$ cat config.mk
export PLATFORM = sky130hd
export DESIGN_NAME = sbox_responder_flat
export DESIGN_NICKNAME = d
export VERILOG_FILES = /design/src/rtl/sbox_responder_if.sv /design/src/rtl/sbox_responder.sv /design/src/flat_wrapper.sv
export SDC_FILE = /design/constraint.sdc
export NUM_CORES = 1
export LEC_CHECK = 0
export ABC_CLOCK_PERIOD_IN_PS = 4700
export BUFFER_PORTS_ARGS = -buffer_cell sky130_fd_sc_hd__buf_2
export CAP_MARGIN = 10
export CORE_MARGIN = 4
export CORE_UTILIZATION = 40
export CTS_BUF_LIST = sky130_fd_sc_hd__clkbuf_4 sky130_fd_sc_hd__clkbuf_8 sky130_fd_sc_hd__clkbuf_16
export CTS_CLUSTER_SIZE = 14
export DETAILED_ROUTE_END_ITERATION = 8
export GPL_ROUTABILITY_DRIVEN = 1
export GPL_TIMING_DRIVEN = 0
export PLACE_DENSITY_LB_ADDON = 0.15
export SKIP_CTS_REPAIR_TIMING = 1
export SLEW_MARGIN = 20
export SYNTH_ARGS = -nofsm -noshare
export SYNTH_HDL_FRONTEND = slang
export SYNTH_SLANG_ARGS = --single-unit
$ cat constraint.sdc
create_clock -name clk -period 4.7 [get_ports clk]
set_input_delay 0.705 -clock clk [delete_from_list [all_inputs] [get_ports clk]]
set_output_delay 0.705 -clock clk [all_outputs]
set_load 0.01 [all_outputs]
$ cat src/rtl/sbox_responder_if.sv
// Request/response handshake between the SubBytes sequencer (master) and
// the S-box lookup server (slave).
interface sbox_responder_if;
  logic [7:0] sbox_rqst_addr;
  logic       flag_address_sent;
  logic       inverse;
  logic       data_ack;
  logic       addr_ack;
  logic       flag_data_sent;
  logic [7:0] sbox_read_data;
  logic       busy;

  modport master (
    output sbox_rqst_addr, flag_address_sent, inverse, data_ack,
    input  addr_ack, flag_data_sent, sbox_read_data, busy
  );

  modport slave (
    input  sbox_rqst_addr, flag_address_sent, inverse, data_ack,
    output addr_ack, flag_data_sent, sbox_read_data, busy
  );
endinterface

$ cat src/rtl/sbox_responder.sv
// AES S-box server: GF(2^8) inversion by square-and-multiply (x^254),
// wrapped by the forward or inverse affine transform.
//
//   state | meaning
//   IDLE  | waiting for flag_address_sent; capture pulses addr_ack
//   EXP   | cnt 0..5: p = p^2*x, cnt 6: p = p^2, cnt 7: affine + publish
//   RESP  | result held until data_ack
module sbox_responder #(
  parameter bit EN_INVERSE = 1'b1
) (
  input logic         clk,
  input logic         rst,
  sbox_responder_if.slave bus
);

  typedef enum logic [1:0] {IDLE, EXP, RESP} state_t;

  function automatic logic [7:0] gf_mul(input logic [7:0] a, input logic [7:0] b);
    logic [7:0] acc;
    logic [7:0] t;
    acc = 8'h00;
    t   = a;
    for (int i = 0; i < 8; i++) begin
      if (b[i]) acc = acc ^ t;
      t = t[7] ? ({t[6:0], 1'b0} ^ 8'h1B) : {t[6:0], 1'b0};
    end
    return acc;
  endfunction

  function automatic logic [7:0] inv_affine(input logic [7:0] a);
    return {a[6:0], a[7]} ^ {a[4:0], a[7:5]} ^ {a[1:0], a[7:2]} ^ 8'h05;
  endfunction

  function automatic logic [7:0] fwd_affine(input logic [7:0] p);
    return p ^ {p[6:0], p[7]} ^ {p[5:0], p[7:6]} ^ {p[4:0], p[7:5]}
             ^ {p[3:0], p[7:4]} ^ 8'h63;
  endfunction

  state_t     state_q, state_d;
  logic [2:0] cnt_q, cnt_d;
  logic [7:0] p_q, p_d;
  logic [7:0] x_q, x_d;
  logic       m_q, m_d;
  logic [7:0] data_q, data_d;
  logic       flag_q, flag_d;
  logic       ack_q, ack_d;
  logic [7:0] sq_p;
  logic       cap_m;

  assign sq_p  = gf_mul(p_q, p_q);
  assign cap_m = bus.inverse & EN_INVERSE;

  always_ff @(posedge clk) begin
    if (!rst) begin
      state_q <= IDLE;
      cnt_q   <= 3'd0;
      p_q     <= 8'h00;
      x_q     <= 8'h00;
      m_q     <= 1'b0;
      data_q  <= 8'h00;
      flag_q  <= 1'b0;
      ack_q   <= 1'b0;
    end else begin
      state_q <= state_d;
      cnt_q   <= cnt_d;
      p_q     <= p_d;
      x_q     <= x_d;
      m_q     <= m_d;
      data_q  <= data_d;
      flag_q  <= flag_d;
      ack_q   <= ack_d;
    end
  end

  always_comb begin
    state_d = state_q;
    cnt_d   = cnt_q;
    p_d     = p_q;
    x_d     = x_q;
    m_d     = m_q;
    data_d  = data_q;
    flag_d  = flag_q;
    ack_d   = 1'b0;
    case (state_q)
      IDLE: begin
        if (bus.flag_address_sent) begin
          x_d     = cap_m ? inv_affine(bus.sbox_rqst_addr) : bus.sbox_rqst_addr;
          p_d     = x_d;
          m_d     = cap_m;
          cnt_d   = 3'd0;
          ack_d   = 1'b1;
          state_d = EXP;
        end
      end
      EXP: begin
        // x = 0 falls out as 0 from the exponentiation itself
        if (cnt_q == 3'd7) begin
          data_d  = m_q ? p_q : fwd_affine(p_q);
          flag_d  = 1'b1;
          state_d = RESP;
        end else begin
          p_d   = (cnt_q == 3'd6) ? sq_p : gf_mul(sq_p, x_q);
          cnt_d = cnt_q + 3'd1;
        end
      end
      RESP: begin
        if (bus.data_ack) begin
          flag_d  = 1'b0;
          state_d = IDLE;
        end
      end
      default: state_d = IDLE;
    endcase
  end

  assign bus.addr_ack       = ack_q;
  assign bus.flag_data_sent = flag_q;
  assign bus.sbox_read_data = data_q;
  assign bus.busy           = (state_q != IDLE);

endmodule

$ cat src/flat_wrapper.sv
// flat-port wrapper written by rule: the top's interface ports become plain ports
module sbox_responder_flat 
#(
  parameter bit EN_INVERSE = 1'b1
)
  (clk, rst, bus_sbox_rqst_addr, bus_flag_address_sent, bus_inverse, bus_data_ack, bus_addr_ack, bus_flag_data_sent, bus_sbox_read_data, bus_busy);
  sbox_responder_if bus_i ();
  input logic clk;
  input logic rst;
  input wire logic [$bits(bus_i.sbox_rqst_addr)-1:0] bus_sbox_rqst_addr;
  input wire logic [$bits(bus_i.flag_address_sent)-1:0] bus_flag_address_sent;
  input wire logic [$bits(bus_i.inverse)-1:0] bus_inverse;
  input wire logic [$bits(bus_i.data_ack)-1:0] bus_data_ack;
  output wire logic [$bits(bus_i.addr_ack)-1:0] bus_addr_ack;
  output wire logic [$bits(bus_i.flag_data_sent)-1:0] bus_flag_data_sent;
  output wire logic [$bits(bus_i.sbox_read_data)-1:0] bus_sbox_read_data;
  output wire logic [$bits(bus_i.busy)-1:0] bus_busy;
  assign bus_i.sbox_rqst_addr = bus_sbox_rqst_addr;
  assign bus_i.flag_address_sent = bus_flag_address_sent;
  assign bus_i.inverse = bus_inverse;
  assign bus_i.data_ack = bus_data_ack;
  assign bus_addr_ack = bus_i.addr_ack;
  assign bus_flag_data_sent = bus_i.flag_data_sent;
  assign bus_sbox_read_data = bus_i.sbox_read_data;
  assign bus_busy = bus_i.busy;
  sbox_responder #(.EN_INVERSE(EN_INVERSE)) u_core (.clk(clk), .rst(rst), .bus(bus_i));
endmodule
; Yosys cells after proc, flatten, opt, wreduce, memory -nomap -nowiden
; Cells that the tools add are included.
[word_totals]
out_inout_bits = 11
reg_bits = 32
[op_classes]
reduce_logical = 10
eq_ne = 8
n_bitwise = 36
n_mux = 61
n_addsub = 1
[ops]
columns = op, n
row1 = 2-to-1 mux 8 bit, 35
row2 = XOR 8 bit, 20
row3 = 2-to-1 mux 5 bit, 14
row4 = inverter 4 bit, 15
row5 = case mux 8 bit (2 select lines), 1
row6 = AND reduction 3 bit, 3
row7 = "== test 3 bit, second input constant", 2
row8 = 2-to-1 mux 2 bit, 3
row9 = 2-to-1 mux 3 bit, 2
row10 = "inequality test 2 bit, second input constant", 3
row11 = case mux 2 bit (3 select lines), 1
row12 = case mux 3 bit (2 select lines), 1
row13 = AND reduction 2 bit, 3
row14 = nonzero test 2 bit, 3
row15 = "adder 3 x 1 -> 3 bit, second input constant", 1
row16 = 2-to-1 mux 1 bit, 3
row17 = "== test 2 x 1 -> 1 bit, second input constant", 1
row18 = "== test 2 bit, second input constant", 1
row19 = logical NOT 2 bit, 1
row20 = "inequality test 2 x 1 -> 1 bit, second input constant", 1
row21 = inverter 2 bit, 1
row22 = case mux 1 bit (2 select lines), 1

; Logic depth before layout (Yosys ltp)
[depth]
depth_word = 48
depth_mapped = 14
ltp_nobuf = 12

; Worst setup path after synthesis
; OpenSTA, ideal clock, no wires.
[synth_timing]
path_type = reg-to-reg
startpoint = register u_core.p_q[0]
endpoint = register u_core.p_q[3]
setup_ps = 74
stages_incl_launch_ff = 14
path_slack_ps = 1359
t_arrival_ps = 3267
period_less_slack_ps = 3341
t_required_ps = 4626
path_cell_list = dfxtp_1 -> ha_1 -> buf_6 -> nand2b_1 -> xnor2_1 -> a22oi_1 -> xnor3_2 -> xnor2_4 -> xor2_2 -> nand2_1 -> xnor3_1 -> xnor3_1 -> xor2_1 -> a31oi_1
[synth_via]
elab_chain_cells = 47
word_cells_on_any_way = 68
classes_between = 44 x mux / 24 x bitwise
[synth_rtl]
columns = item, line
row1 = start: declaration, sbox_responder.sv:41  ; logic [7:0] p_q, p_d;
row2 = start signal: assignment, sbox_responder.sv:66  ; p_q <= p_d;
row3 = 2-to-1 mux 8 bit / inverter 4 bit (equally long branches), n/a
row4 = XOR 8 bit / 2-to-1 mux 5 bit (equally long branches), "sbox_responder.sv:24, sbox_responder.sv:25"
row5 = 2-to-1 mux 8 bit / 2-to-1 mux 5 bit (equally long branches), "sbox_responder.sv:24, sbox_responder.sv:25"
row6 = XOR 8 bit / inverter 4 bit (equally long branches), n/a
row7 = 2-to-1 mux 8 bit / 2-to-1 mux 5 bit (equally long branches), "sbox_responder.sv:24, sbox_responder.sv:25"
row8 = XOR 8 bit, sbox_responder.sv:24  ; if (b[i]) acc = acc ^ t;
row9 = 2-to-1 mux 8 bit, sbox_responder.sv:24
row10 = XOR 8 bit, sbox_responder.sv:24
row11 = [... 31 more ...], n/a
row12 = 2-to-1 mux 8 bit, sbox_responder.sv:24
row13 = 2-to-1 mux 8 bit, sbox_responder.sv:97  ; if (cnt_q == 3'd7) begin
row14 = 2-to-1 mux 8 bit, sbox_responder.sv:84  ; case (state_q)
row15 = XOR 8 bit, sbox_responder.sv:24
row16 = 2-to-1 mux 8 bit, sbox_responder.sv:24
row17 = 2-to-1 mux 8 bit *, sbox_responder.sv:102  ; p_d = (cnt_q == 3'd6) ? sq_p : gf_mul(sq_p, x_q);
row18 = 2-to-1 mux 8 bit *, sbox_responder.sv:97
row19 = case mux 8 bit (2 select lines) *, sbox_responder.sv:84
; Every way passes the cells marked *; elsewhere a longest branch is shown, timed or not. The select of a mux whose other input is x is not followed.
; A chain may end at the register's enable or synchronous reset.

; Final worst setup path
[layout_timing]
startpoint = register u_core.p_q[0]
endpoint = register u_core.p_q[7]
[layout_via]
elab_chain_cells = 47
word_cells_on_any_way = 62
classes_between = 41 x mux / 21 x bitwise
[layout_rtl]
columns = item, line
row1 = 2-to-1 mux 8 bit, sbox_responder.sv:24
row2 = XOR 8 bit, sbox_responder.sv:24
row3 = 2-to-1 mux 8 bit, sbox_responder.sv:24
row4 = XOR 8 bit, sbox_responder.sv:24
row5 = 2-to-1 mux 8 bit, sbox_responder.sv:24
row6 = XOR 8 bit, sbox_responder.sv:24
row7 = 2-to-1 mux 8 bit, sbox_responder.sv:24
row8 = XOR 8 bit, sbox_responder.sv:24
row9 = [... 31 more ...], n/a
row10 = 2-to-1 mux 8 bit, sbox_responder.sv:24
row11 = 2-to-1 mux 8 bit, sbox_responder.sv:97
row12 = 2-to-1 mux 8 bit, sbox_responder.sv:84
row13 = XOR 8 bit, sbox_responder.sv:24
row14 = 2-to-1 mux 8 bit, sbox_responder.sv:24
row15 = 2-to-1 mux 8 bit *, sbox_responder.sv:102
row16 = 2-to-1 mux 8 bit *, sbox_responder.sv:97
row17 = case mux 8 bit (2 select lines) *, sbox_responder.sv:84
; Marked as above.

==> impl_metrics.toml <==
[worst_hold_path]
holdPathStages = 1
worstHoldStart = "u_core.bus.sbox_read_data[3]"
whs_endpoint = "u_core.bus.sbox_read_data[3]"
hold_class = "flop to flop"

[clocking]
root_buffer = "clkbuf_8"
cts_buffers = 5
clock_path_buffers = 2
path_clk_slew_ns = 0.07
numClockSinks = 32
cts_tree = "done"
htree_levels = 2
clk_latency_ns = 0.28

[global_routing]
grt.overflow.total = 0
use_met3_pct = 2.047
grtUsageMet1_pct = 26.45
grt_pass1_vias = 3479
track_usage_pct = 19.25
antenna_found_initial = 0
grt_pass1_wl_mm = 17.76
met2_usage_pct = 33.15
grt_max_degree = 11
top_usage_layer = "met2"

[worst_setup_path]
r2r-start = "u_core.p_q[0]"
critical_path_class = "flop to flop"
worstPathArrival_ns = 4.07
crit_fanout = 10
reg2reg_slack_ns = 0.81
crit_path_end_kind = "flop"
cp.required_ns = 4.88
worst_setup_path_start_kind = "flop"
reg2reg_depth = 13
r2r_end = "u_core.p_q[7]"

[route]
vias_per_cell = 5.260
ant_nets = 0
drt-total-wl_mm = 10.45
drc = 0
wl_per_cell_um = 16.10
dr.pass1.iters = 4
drtIter0Drc = 188
vias = 3414

[synthesis]
post-synth-top-count-cell = "nand2_1"
synth_area_leaders = "xnor2_1, dfxtp_1, nand2_1"
synth.yosys.seq_area_share_pct = 16.26
syn_inst = 489
synth_top_area_share_pct = 18.01
ys_types = 56
yosys.area.top_type = "xnor2_1"
syn_avg_cell_area_um2 = 8.057
synth_fp_nets = 507
yosys_warnings = 0
synth_edf_count = 0
ys.flop_type = "dfxtp_1"
synthesis.area_um2 = 3940
async_reset_ff_share_pct = 0
synth_commonest_cells = "nand2_1, xnor2_1, dfxtp_1, o21ai_0, xor2_1"
ys_seq_elements = 32

[floorplan]
row_count = 35
initial_core_util_pct = 41.85
core_um2 = 9415
die_w_um = 107.2
dieArea_um2 = 11500
die_h_um = 107.2
ios = 24

[timing]
fmax_mhz = 257.0
setup_violations = 0
maxSlewHeadroom_pct = 48.85
hold_viol_final = 0
period_share_pct = 82.80
worst_slack_ns = 0.8083
rsz0062_at_grt = "false"
tightestPinTransition_ns = 0.7635
fin_skew_ns = 0.006617
fin_crit_ns = 3.892
maxSlewViolCount = 0
fin_setup_tns_ns = 0

[finish]
nFillCells = 978
drive_above_1_share_pct = 12.88
antennaDiodeCount = 0
stdcell_count = 649
nets = 537
area_growth_pct = 9.844

[placed_design]
portBuffers = 23
placed_cells = 641
post-dp-hpwl_mm = 7.906
globalplace.congestion = 0.8325
pre_cts_slack_ns = 0.8413

[run]
cap_violations = 0

[status]
status = "finished, final reports clean"
## through the flow
stage / cell area (µm²) / hold slack [ns] / util (%)
2_1_floorplan: 3940 / 0.4789 / -
3_3_place_gp: 4217 / 0.4770 / 44.78
3_5_place_dp: 4217 / 0.4852 / 44.78
4_1_cts: 4328 / 0.5015 / 45.97
5_1_grt: 4328 / 0.5223 / 45.97
6_report: 4328 / 0.4954 / 45.97
## worst max path at each step
stage,startpoint,endpoint,slack [ns],cells past startpoint
2_1_floorplan,u_core.p_q[0],u_core.p_q[3],1.36,13
3_3_place_gp,u_core.p_q[0],u_core.p_q[7],0.86,13
3_5_place_dp,u_core.p_q[0],u_core.p_q[7],0.84,13
4_1_cts,u_core.p_q[0],u_core.p_q[7],0.82,13
5_1_grt,u_core.p_q[0],u_core.p_q[3],0.62,12
6_report,u_core.p_q[0],u_core.p_q[7],0.81,13
## layout by cell type, fill, tap and decap left out, drive strengths merged, types with 2 or more instances in the layout
cell and n:
inv 11, ha 5, buf 44, a32o 2, nand2b 6, nor3b 3
o211ai 3, or3 6, o22ai 2, a221oi 4, xnor3 12, o21ai 31
nor3 2, and3b 2, xor2 29, xnor2 86, and2 5, a31oi 4
a21oi 19, a211oi 3, nand3 9, nor2 16, mux2i 15, dfxtp 32
o211a 14, nor2b 13, and3 2, a22oi 4, a21boi 4, xor3 3
clkbuf 24, nand2 90, mux2 2
## worst max-delay path: stages, from the launching register on
cell and delay [ns]:
dfxtp_1 0.33, ha_1 0.30, buf_6 0.15, nand2b_1 0.15, xnor2_1 0.17, a22oi_1 0.11, xnor3_2 0.48, buf_2 0.29
xor3_2 0.62, nand2_1 0.11, xnor3_1 0.41, xnor2_1 0.30, a221oi_1 0.14, a31o_1 0.22
## flip-flops by register name, summed over array words and instances, names as in the netlist
name,cells
u_core.cnt_q,3
u_core.bus.sbox_read_data,8
u_core.bus.addr_ack,1
u_core.p_q,8
u_core.x_q,8
u_core.bus.flag_data_sent,1
u_core.state_q,2
u_core.m_q,1
## metal layers
metal | vias to the layer above | routed length [µm]
li1 | 1701 | -
met1 | 1634 | 4995
met2 | 73 | 4864
met3 | 6 | 530
met4 | 0 | 61
met5 | - | 0
## kinds of logic after synthesis
family,Yosys count,share of synthesized area [%]
AND/OR/NAND/NOR,157,18.16
AO/OA/AOI/OAI,98,16.83
buffers and inverters,50,6.256
XOR/XNOR,130,36.52
multiplexers,17,4.382
adder cells (fa/ha/maj),5,1.588
flip-flops,32,16.26
## cell type report
class                           count  area, µm²  area share (%)
Multi-Input combinational cell    407       3053           70.54
Sequential cell                    32      640.6           14.80
Buffer                             39      205.2           4.741
Tap cell                          129      161.4           3.729
Timing Repair Buffer               23      115.1           2.660
Clock buffer                        6      76.32           1.764
Inverter                           11      41.29          0.9540
Clock inverter                      2      35.03          0.8095
Power is not shown: default switching activity piles up to over one toggle a cycle in this logic, so the estimate is an artifact.
